**config.mk**
```make
export PLATFORM = sky130hd
export DESIGN_NAME = his_frame_scheduler
export DESIGN_NICKNAME = d
export VERILOG_FILES = /design/src/rtl/his_frame_scheduler.sv
export SDC_FILE = /design/constraint.sdc
export NUM_CORES = 1
export LEC_CHECK = 0
export CAP_MARGIN = 25
export CELL_PAD_IN_SITES_DETAIL_PLACEMENT = 1
export CELL_PAD_IN_SITES_GLOBAL_PLACEMENT = 2
export CORE_UTILIZATION = 46
export CTS_BUF_LIST = sky130_fd_sc_hd__clkbuf_8
export DETAILED_ROUTE_END_ITERATION = 10
export DONT_BUFFER_PORTS = 1
export MAX_ROUTING_LAYER = met4
export PLACE_DENSITY = 0.95
export SLEW_MARGIN = 20
export SYNTH_ARGS = -nofsm -noshare
export SYNTH_HDL_FRONTEND = slang
export SYNTH_SLANG_ARGS = --single-unit
```
**constraint.sdc**
```tcl
create_clock -name clk -period 5.8 [get_ports clk]
set_clock_uncertainty 0.15 [all_clocks]
set_input_delay 0.87 -clock clk [delete_from_list [all_inputs] [get_ports clk]]
set_output_delay 0.87 -clock clk [all_outputs]
set_load 0.02 [all_outputs]
```
**src/rtl/his_frame_scheduler.sv**
```systemverilog
// his_frame_scheduler: ping-pong histogram bank sequencer that clears the write bank, accumulates
// TDC samples into it and hands each finished bank to the peak finder.
module his_frame_scheduler #(
   parameter int BIN_W     = 10,
   parameter int DATA_NUM  = 2,
   parameter int PIX_NUM   = 200,
   parameter int ACQ_NUM   = 33333,
   parameter int CLR_DEPTH = 1024,
   localparam int PIX_W    = $clog2(PIX_NUM),
   localparam int CLR_AW   = $clog2(CLR_DEPTH)
) (
   input  logic              clk,
   input  logic              res,
   input  logic              in_valid,
   input  logic [BIN_W-1:0]  in_bin,
   output logic              in_ready,
   output logic              wr_en,
   output logic [PIX_W-1:0]  wr_pix,
   output logic [BIN_W-1:0]  wr_bin,
   output logic              wr_bank,
   output logic              clr_en,
   output logic [CLR_AW-1:0] clr_addr,
   output logic              frame_done,
   output logic              rd_bank,
   output logic              rd_busy,
   input  logic              rd_ack
);
   localparam int INP_W = DATA_NUM > 1 ? $clog2(DATA_NUM) : 1;
   localparam int ACQ_W = ACQ_NUM > 1 ? $clog2(ACQ_NUM) : 1;
   typedef enum logic [1:0] {CLEAR, ACCUM, HANDOFF} state_t;
   state_t state, state_nx;
   logic armed, hs, inp_last, pix_last, acq_last, clr_last;
   logic [INP_W-1:0]  inp_cnt;
   logic [PIX_W-1:0]  pix_cnt;
   logic [ACQ_W-1:0]  acq_cnt;
   logic [CLR_AW-1:0] clr_cnt;
   assign inp_last = inp_cnt == INP_W'(DATA_NUM - 1);
   assign pix_last = pix_cnt == PIX_W'(PIX_NUM - 1);
   assign acq_last = acq_cnt == ACQ_W'(ACQ_NUM - 1);
   assign clr_last = clr_cnt == CLR_AW'(CLR_DEPTH - 1);
   assign hs       = in_valid && in_ready;
   assign clr_addr = clr_cnt;
   always_ff @(posedge clk or negedge res)
      if (!res) state <= CLEAR;
      else      state <= state_nx;
   // armed keeps clr_en low while reset is held, since CLEAR is also the reset state
   always_comb begin
      state_nx   = state;
      in_ready   = 1'b0;
      clr_en     = 1'b0;
      frame_done = 1'b0;
      case (state)
         CLEAR: begin
            clr_en = armed;
            if (armed && clr_last) state_nx = ACCUM;
         end
         ACCUM: begin
            in_ready = 1'b1;
            if (in_valid && inp_last && pix_last && acq_last) state_nx = HANDOFF;
         end
         HANDOFF: begin
            frame_done = !rd_busy || rd_ack;
            if (frame_done) state_nx = CLEAR;
         end
         default: state_nx = CLEAR;
      endcase
   end
   always_ff @(posedge clk or negedge res)
      if (!res) begin
         armed   <= 1'b0;
         clr_cnt <= '0;
         inp_cnt <= '0;
         pix_cnt <= '0;
         acq_cnt <= '0;
         wr_en   <= 1'b0;
         wr_pix  <= '0;
         wr_bin  <= '0;
         wr_bank <= 1'b0;
         rd_bank <= 1'b0;
         rd_busy <= 1'b0;
      end else begin
         armed <= 1'b1;
         if (clr_en) clr_cnt <= clr_last ? '0 : clr_cnt + 1'b1;
         wr_en <= hs;
         if (hs) begin
            wr_pix  <= pix_cnt;
            wr_bin  <= in_bin;
            inp_cnt <= inp_last ? '0 : inp_cnt + 1'b1;
            if (inp_last) pix_cnt <= pix_last ? '0 : pix_cnt + 1'b1;
            if (inp_last && pix_last) acq_cnt <= acq_last ? '0 : acq_cnt + 1'b1;
         end
         if (frame_done) begin
            rd_bank <= wr_bank;
            wr_bank <= ~wr_bank;
         end
         rd_busy <= frame_done || (rd_busy && !rd_ack);
      end
endmodule

```
-- After elaboration in Yosys (flattened, before gate mapping)
Index checks and enable logic that the tools add are counted.
- input port bits: 14
- logic and storage cells: 51
- output and inout port bits: 35
- bits in registers: 60
- add/sub/neg operators: 4
- eq/ne operators: 8
- multiplexer cells: 11
- reductions and logical operators: 15
- bitwise operators: 1
- operators by type and width (kind ; number):
    adder 16 x 1 -> 16 bit, second input constant ; 1
    equality test 16 bit, second input constant ; 1
    two-way mux 16 bit ; 1
    adder 10 x 1 -> 10 bit, second input constant ; 1
    equality test 10 bit, second input constant ; 1
    two-way mux 10 bit ; 1
    adder 8 x 1 -> 8 bit, second input constant ; 1
    equality test 8 bit, second input constant ; 1
    two-way mux 8 bit ; 1
    logical AND 1 bit ; 7
    two-way mux 2 bit ; 3
    != test 2 bit, second input constant ; 3
    case mux 2 bit (3 select lines) ; 1
    two-way mux 1 bit ; 4
    AND reduction 2 bit ; 2
    AND reduction 3 bit ; 1
    equality test 2 x 1 -> 1 bit, second input constant ; 1
    equality test 2 bit, second input constant ; 1
    zero test 1 bit ; 2
    zero test 2 bit ; 1
    logical OR 1 bit ; 2
    adder 1 bit, second input constant ; 1
    inverter 1 bit ; 1

-- Longest topological paths before layout
Gate-level depths: netlist (run 1).
- depth in word-level cells: 5
- depth in mapped cells: 7
- depth with buffers taken out: 6

-- Least setup slack after synthesis (run 1)
Ideal clock, no wire load.
- path type: in2reg
- from: input in_valid
- to: register acq_cnt[15]
- path buffers: 1
- stages on the path: 5
- path slack: 3.331 ns
- required time: 5.581 ns
- library setup time: 0.069 ns
- arrival: 2.250 ns
- cell sequence: nand4b_4 > or4_4 > buf_6 > or4_1 > nand3_1
- longest elaborated chain between the ends: 2
- ends and longest elaborated chain (what ; RTL line ; RTL):
    start, declared ; 14 ; input logic in_valid,
    logical AND 1 bit ; 41 ; assign hs = in_valid && in_ready;
    AND reduction 2 bit (no line) ; n/a ;
    end signal, assigned ; 90 ; if (inp_last && pix_last) acq_cnt <= acq_last ? '0 : acq_cnt + 1'b1;
    end, declared ; 35 ; logic [ACQ_W-1:0] acq_cnt;
Every way passes these cells.
A chain may end at the register's enable or synchronous reset.

-- Worst setup path after layout (run 1)
- from: register state[1]
- to: register clr_cnt[3], in the netlist clr_addr[3]
- longest elaborated chain between the ends: 2
- ends and longest elaborated chain (what ; RTL line ; RTL):
    start, declared ; 31 ; state_t state, state_nx;
    start signal, assigned ; 45 ; else state <= state_nx;
    zero test 2 bit ; 52 ; case (state)
    two-way mux 1 bit ; 52 ;
    via clr_en ; 21 ; output logic clr_en,
    end signal, assigned ; 83 ; if (clr_en) clr_cnt <= clr_last ? '0 : clr_cnt + 1'b1;
    end, declared ; 36 ; logic [CLR_AW-1:0] clr_cnt;
The timed path passes the listed nets, and every way through them passes these cells.

==> results.cfg, run 1 <==
[outcome]
run_status = finished, final reports clean

[global_route]
antenna_found_initial = 0
grt.total_usage = 0.216
grt_max_degree = 61
grt_pass1_vias = 2015
grt_overflow = 0
grt_pass1_wl_mm = 9.94

[critical_path]
startpoint = state[1]
crit_path_start_kind = flop
worstSetupEndpointType = flop
path_class = reg2reg
required_ps = 5840
crit_path_max_fanout = 10
timing.rr.start = state[1]
crit_arrival_ps = 2650

[cts]
cts_hold_buf = 0
cts_setup_buffers = 0
htree_num_levels = 3
cts_tree = yes
cts.clk_slew.worst_paths_ps = 70
cts-root-buf = clkbuf_8
clock_path_buffers = 2
cts_resized = 0
cts_made_buffers = 9
insertion_delay_ps = 340
clock_sinks = 60

[floorplan]
die_h_um = 79.7
start_util = 0.489
die-area_sq_um = 6350
core_area_sq_um = 5680
row_count = 27
io_pins = 49
die_w_um = 79.7

[min_path]
min_path_type = in2async

[sta]
hold_violations = 0
finalSetupViolCount = 0
worst_slew_pin_slew_ps = 910
period_minus_slack_ps = 2610
relSlewSlack = 0.388
slew_violations = 0
timing.setup.tns_ps = 0
rsz0062_at_grt = false
fin_crit_sh = 0.450
max_freq_mhz = 383

[synth]
synth_ff_type = dfrtp_1
yosysTopAreaCell = dfrtp_1
synth_cells = 248
ys_async_sr_fraction = 1.00
ys_seq_elements = 60
synth_edf_count = 0
synth_nets = 266
synth_area_per_cell_sq_um = 11.2
ys_seq_area_frac = 0.541
syn-cell-area_sq_um = 2780
synth_top_area_share = 0.541
yosysWarningCount = 0
ys_top_cells_by_area = dfrtp_1 (54%), mux2_2 (7.7%), nand2_1 (3.2%)
synth_cell_type_count = 42

[cells_and_area]
seq_area_sq_um = 1500
post-route-util = 0.540
fill_cells = 606
syn_to_final_growth_pct = 10.4
fin_nets = 272
drive_above_1_share = 0.159
instances_no_fill = 330
diodes = 0
multi_input_area_sq_um = 1210

[route]
wl_per_cell_um = 17.6
antenna_left = 0
drt-initial-drc-count = 124
wirelength_mm = 5.79
firstDrtPassIters = 4
drc = 0
vias = 1908
vias_per_cell = 5.78

[flow_run]
cap_violations = 0

[placed_design]
globalplace.congestion = 0.742
hpwl_mm = 3.83
io_buffers = 0
dp.cells = 315

[pwr]
powerDensity_nw_per_um2 = 312
max-vdd-ir-drop_v = 0.000160
finalPower_uw = 957
p_leak_nw = 1.40
[area by class of cell]
class,count,area share
Multi-Input combinational cell,173,0.395
Sequential cell,60,0.490
Clock buffer,11,0.0494
Inverter,10,0.0123
Tap cell,72,0.0294
Clock inverter,4,0.0237
[power breakdown]
group | switching [mW] | internal [mW] | leakage [nW]
Sequential | 0.0496 | 0.438 | 0.794
Clock | 0.161 | 0.262 | 0.111
Combinational | 0.0252 | 0.0205 | 0.496
Total | 0.236 | 0.721 | 1.40
[registers in the layout (all words and copies together) (netlist names)]
signal    count
acq_cnt      16
clr_addr     10
wr_bin       10
pix_cnt       8
wr_pix        8
state         2
armed         1
inp_cnt       1
rd_bank       1
rd_busy       1
wr_bank       1
wr_en         1
[cells in the final DEF, fill, tap and decap left out, drive strengths merged, types with 2 or more instances in the layout]
| cell type | Yosys | layout |
|---|---|---|
| mux2 | 19 | 19 |
| o211ai | 2 | 2 |
| nand4b | 2 | 2 |
| and4b | 2 | 2 |
| nand2 | 24 | 24 |
| nand4 | 6 | 6 |
| inv | 10 | 10 |
| clkbuf | 4 | 11 |
| mux2i | 5 | 5 |
| xnor2 | 9 | 9 |
| nor3b | 2 | 2 |
| nand2b | 7 | 7 |
| o21ai | 10 | 10 |
| nor4 | 2 | 2 |
| nor3 | 5 | 5 |
| nor2 | 8 | 8 |
| ha | 4 | 4 |
| o22ai | 3 | 3 |
| or4 | 6 | 6 |
| xor2 | 8 | 8 |
| a21oi | 8 | 8 |
| or2 | 2 | 2 |
| o31ai | 2 | 2 |
| or3 | 6 | 6 |
| and2 | 2 | 2 |
| and3 | 3 | 3 |
| nand3 | 17 | 17 |
| bufinv | 0 | 2 |
| dfrtp | 60 | 60 |
[metal layers]
| layer | GRT usage | vias to the layer above | share of wire |
|---|---|---|---|
| met4 | 0.104 | 0 | 0.022 |
| met2 | 0.328 | 42 | 0.48 |
| met1 | 0.270 | 960 | 0.46 |
| met3 | 0.0514 | 11 | 0.043 |
| met5 | - | - | 0 |
| li1 | - | 895 | - |
[final timing paths]
kind                       depth (start not counted)  slack (ps)     endpoint
max reg2reg                                        4        3190  clr_addr[3]
max                                                4        3190  clr_addr[3]
min in group clk                                   1         360  acq_cnt[11]
max in group asynchronous                          0        5330   pix_cnt[4]
min                                                0          70  clr_addr[8]
min reg2reg                                        1         360  acq_cnt[11]
[worst max-delay path, stage by stage, from the launching register on]
cell and delay, ps:
dfrtp_1 450, nor3b_2 760, nand3_1 330, nor3_1 650, nor2_1 120
[Yosys cell counts, types with 2 or more instances]
library cell / count
a21oi_1: 8
and2_1: 2
and3_1: 3
and4b_1: 2
clkbuf_1: 4
dfrtp_1: 60
ha_1: 4
inv_1: 10
mux2_2: 19
mux2i_1: 5
nand2_1: 24
nand2b_1: 7
nand3_1: 17
nand4_1: 6
nor2_1: 8
nor3_1: 5
o211ai_1: 2
o21ai_0: 10
o22ai_1: 3
o31ai_1: 2
or2_2: 2
or3_1: 6
or4_1: 5
xnor2_1: 9
xor2_1: 8
[logic make-up after synthesis]
logic type,Yosys count,synth area share
AOI/OAI and AO/OA,29,0.0631
xor gates and xnor gates,17,0.0537
adders and majority gates,4,0.0180
buffers and inverters,15,0.0230
DFF,60,0.541
muxes,24,0.0951
other,1,0.00135
and+or+nand+nor,98,0.205
[metrics by stage]
stage	cell area (sq um)	hold WS, ps	setup WS (ps)
floorplan	2780	315	3330
global placement	2840	332	3140
detailed placement	2840	354	3130
CTS	3060	55.6	3200
global route	3060	53.4	3020
finish	3060	69.1	3190
Note: power is estimated with default switching activity, not from simulation.
==> inputs of run 2 (changes only) <==
--- a/config.mk
+++ b/config.mk
@@ -8,12 +8,12 @@
 export CAP_MARGIN = 25
 export CELL_PAD_IN_SITES_DETAIL_PLACEMENT = 1
 export CELL_PAD_IN_SITES_GLOBAL_PLACEMENT = 2
-export CORE_UTILIZATION = 46
+export CORE_UTILIZATION = 38
 export CTS_BUF_LIST = sky130_fd_sc_hd__clkbuf_8
 export DETAILED_ROUTE_END_ITERATION = 10
 export DONT_BUFFER_PORTS = 1
 export MAX_ROUTING_LAYER = met4
-export PLACE_DENSITY = 0.95
+export PLACE_DENSITY = 0.89
 export SLEW_MARGIN = 20
 export SYNTH_ARGS = -nofsm -noshare
 export SYNTH_HDL_FRONTEND = slang
==> constraint.sdc (replaced) <==
create_clock -name clk -period 2.2 [get_ports clk]
set_clock_uncertainty 0.15 [all_clocks]
set_input_delay 0.33 -clock clk [delete_from_list [all_inputs] [get_ports clk]]
set_output_delay 0.33 -clock clk [all_outputs]
set_load 0.02 [all_outputs]
==> results.cfg, run 2 (synthesis gave the netlist of run 1 again) <==
[min_path]
min_path_type = in2reg

[sta]
finalSetupViolCount = 0
max_freq_mhz = 461
rsz0062_at_grt = true
timing.setup.tns_ps = 0
hold_violations = 0
layout_setup_ws_ps = 31.2
fin_crit_sh = 0.986
period_minus_slack_ps = 2170
whs_ps = 72.3
slew_violations = 0

[route]
vias_per_cell = 5.21
wirelength_mm = 6.47
vias = 2048
antenna_left = 0
drc = 0
wl_per_cell_um = 16.5
drt-initial-drc-count = 71
firstDrtPassIters = 4

[critical_path]
path_class = reg2reg
rr_endpoint = acq_cnt[13]
crit_path_start_kind = flop
required_ps = 2270
crit_arrival_ps = 2240
critical-path-slowest-cell = or4_4
crit_path_max_fanout = 6
cp_cell_sequence = ha_4 -> nand4b_1 -> or4_4 -> or4_4 -> xnor2_1
timing.rr.start = pix_cnt[0]
startpoint = pix_cnt[0]
r2r_setup_slack_ps = 30
worstSetupEndpointType = flop
endpoint = acq_cnt[13]
slowest_delay_ps = 550
reg2regPathDepth = 5
crit_top_cell = or4_4

[pwr]
p_leak_nw = 1.60
powerDensity_nw_per_um2 = 739
finalPower_mw = 2.56
max-vdd-ir-drop_v = 0.000375

[flow_run]
cap_violations = 0

[floorplan]
core_area_sq_um = 6910
die_h_um = 87.5
row_count = 30
io_pins = 49
die-area_sq_um = 7650
die_w_um = 87.5
start_util = 0.402

[cells_and_area]
layout_commonest_cell = dfrtp_1
regMostFlops = acq_cnt
final_area_sq_um = 3460
instances_no_fill = 393
diodes = 0
syn_to_final_growth_pct = 24.7
fill_cells = 775
fin_nets = 311
post-route-util = 0.501
drive_above_1_share = 0.239
largest_reg_flops = 16
final_cell_mix = dfrtp_1 (60), nand2_1 (24), buf_4 (24)

[placed_design]
globalplace.congestion = 0.764
dp_slack_ps = -27.6
io_buffers = 0
place_area_sq_um = 3030
dp.cells = 360
hpwl_mm = 4.29

[cts]
cts_made_buffers = 9
cts-root-buf = clkbuf_8
cts_tree = yes
clock_sinks = 60
cts.clk_slew.worst_paths_ps = 70
htree_num_levels = 3
insertion_delay_ps = 340
clock_path_buffers = 2

[global_route]
grt.total_usage = 0.193
grt_max_degree = 61
antenna_found_initial = 0
grt_overflow = 0
grt_pass1_vias = 2182
grt_pass1_wl_mm = 10.6

[outcome]
run_status = finished, final reports clean
run 2: layout make-up:
type / count / area [sq um] / share of cell area
sequential: 60 / 1500 / 0.434
multi-input combinational: 173 / 1230 / 0.356
timing repair buffer: 39 / 355 / 0.103
clock buffer: 10 / 138 / 0.0398
tap: 96 / 120 / 0.0347
clock inverter: 5 / 77.6 / 0.0224
inverter: 10 / 37.5 / 0.0108
run 2: how the worst min path moves through the flow:
stage	from	end	slack [ps]	cells after the start
3_3_place_gp	res	wr_bin[9]	-110	0
3_5_place_dp	res	wr_bin[9]	-110	0
2_1_floorplan	res	acq_cnt[0]	-120	0
5_1_grt	in_valid	state[0]	100	3
6_report	rd_ack	rd_busy	70	2
4_1_cts	rd_ack	rd_busy	60	2
run 2: routing by layer:
metal | routed length, um | global-route usage
met5 | 0 | -
met4 | 76 | 0.0641
met3 | 245 | 0.0635
met2 | 3300 | 0.320
met1 | 2840 | 0.220
run 2: report_power, final:
group	leakage (nW)	switching, mW	internal [mW]
clock network	0.114	0.431	0.658
registers	0.794	0.117	1.15
logic	0.693	0.111	0.0839
run 2: timing repair:
item / 4_1_cts / 5_1_grt
pin swaps: 2 / 4
buffers inserted: 1 / 5
hold endpoints to repair: 70 / 0
hold buffers: 12 / 0
endpoints found under the setup margin: 2 / 2
gates resized for setup: 4 / 4
run 2: critical path, delay by kind of cell (launching register included):
| family | cells | cell delay [ps] |
|---|---|---|
| xor gates and xnor gates | 1 | 130 |
| DFF | 1 | 410 |
| adders and majority gates | 1 | 160 |
| and+or+nand+nor | 3 | 1200 |
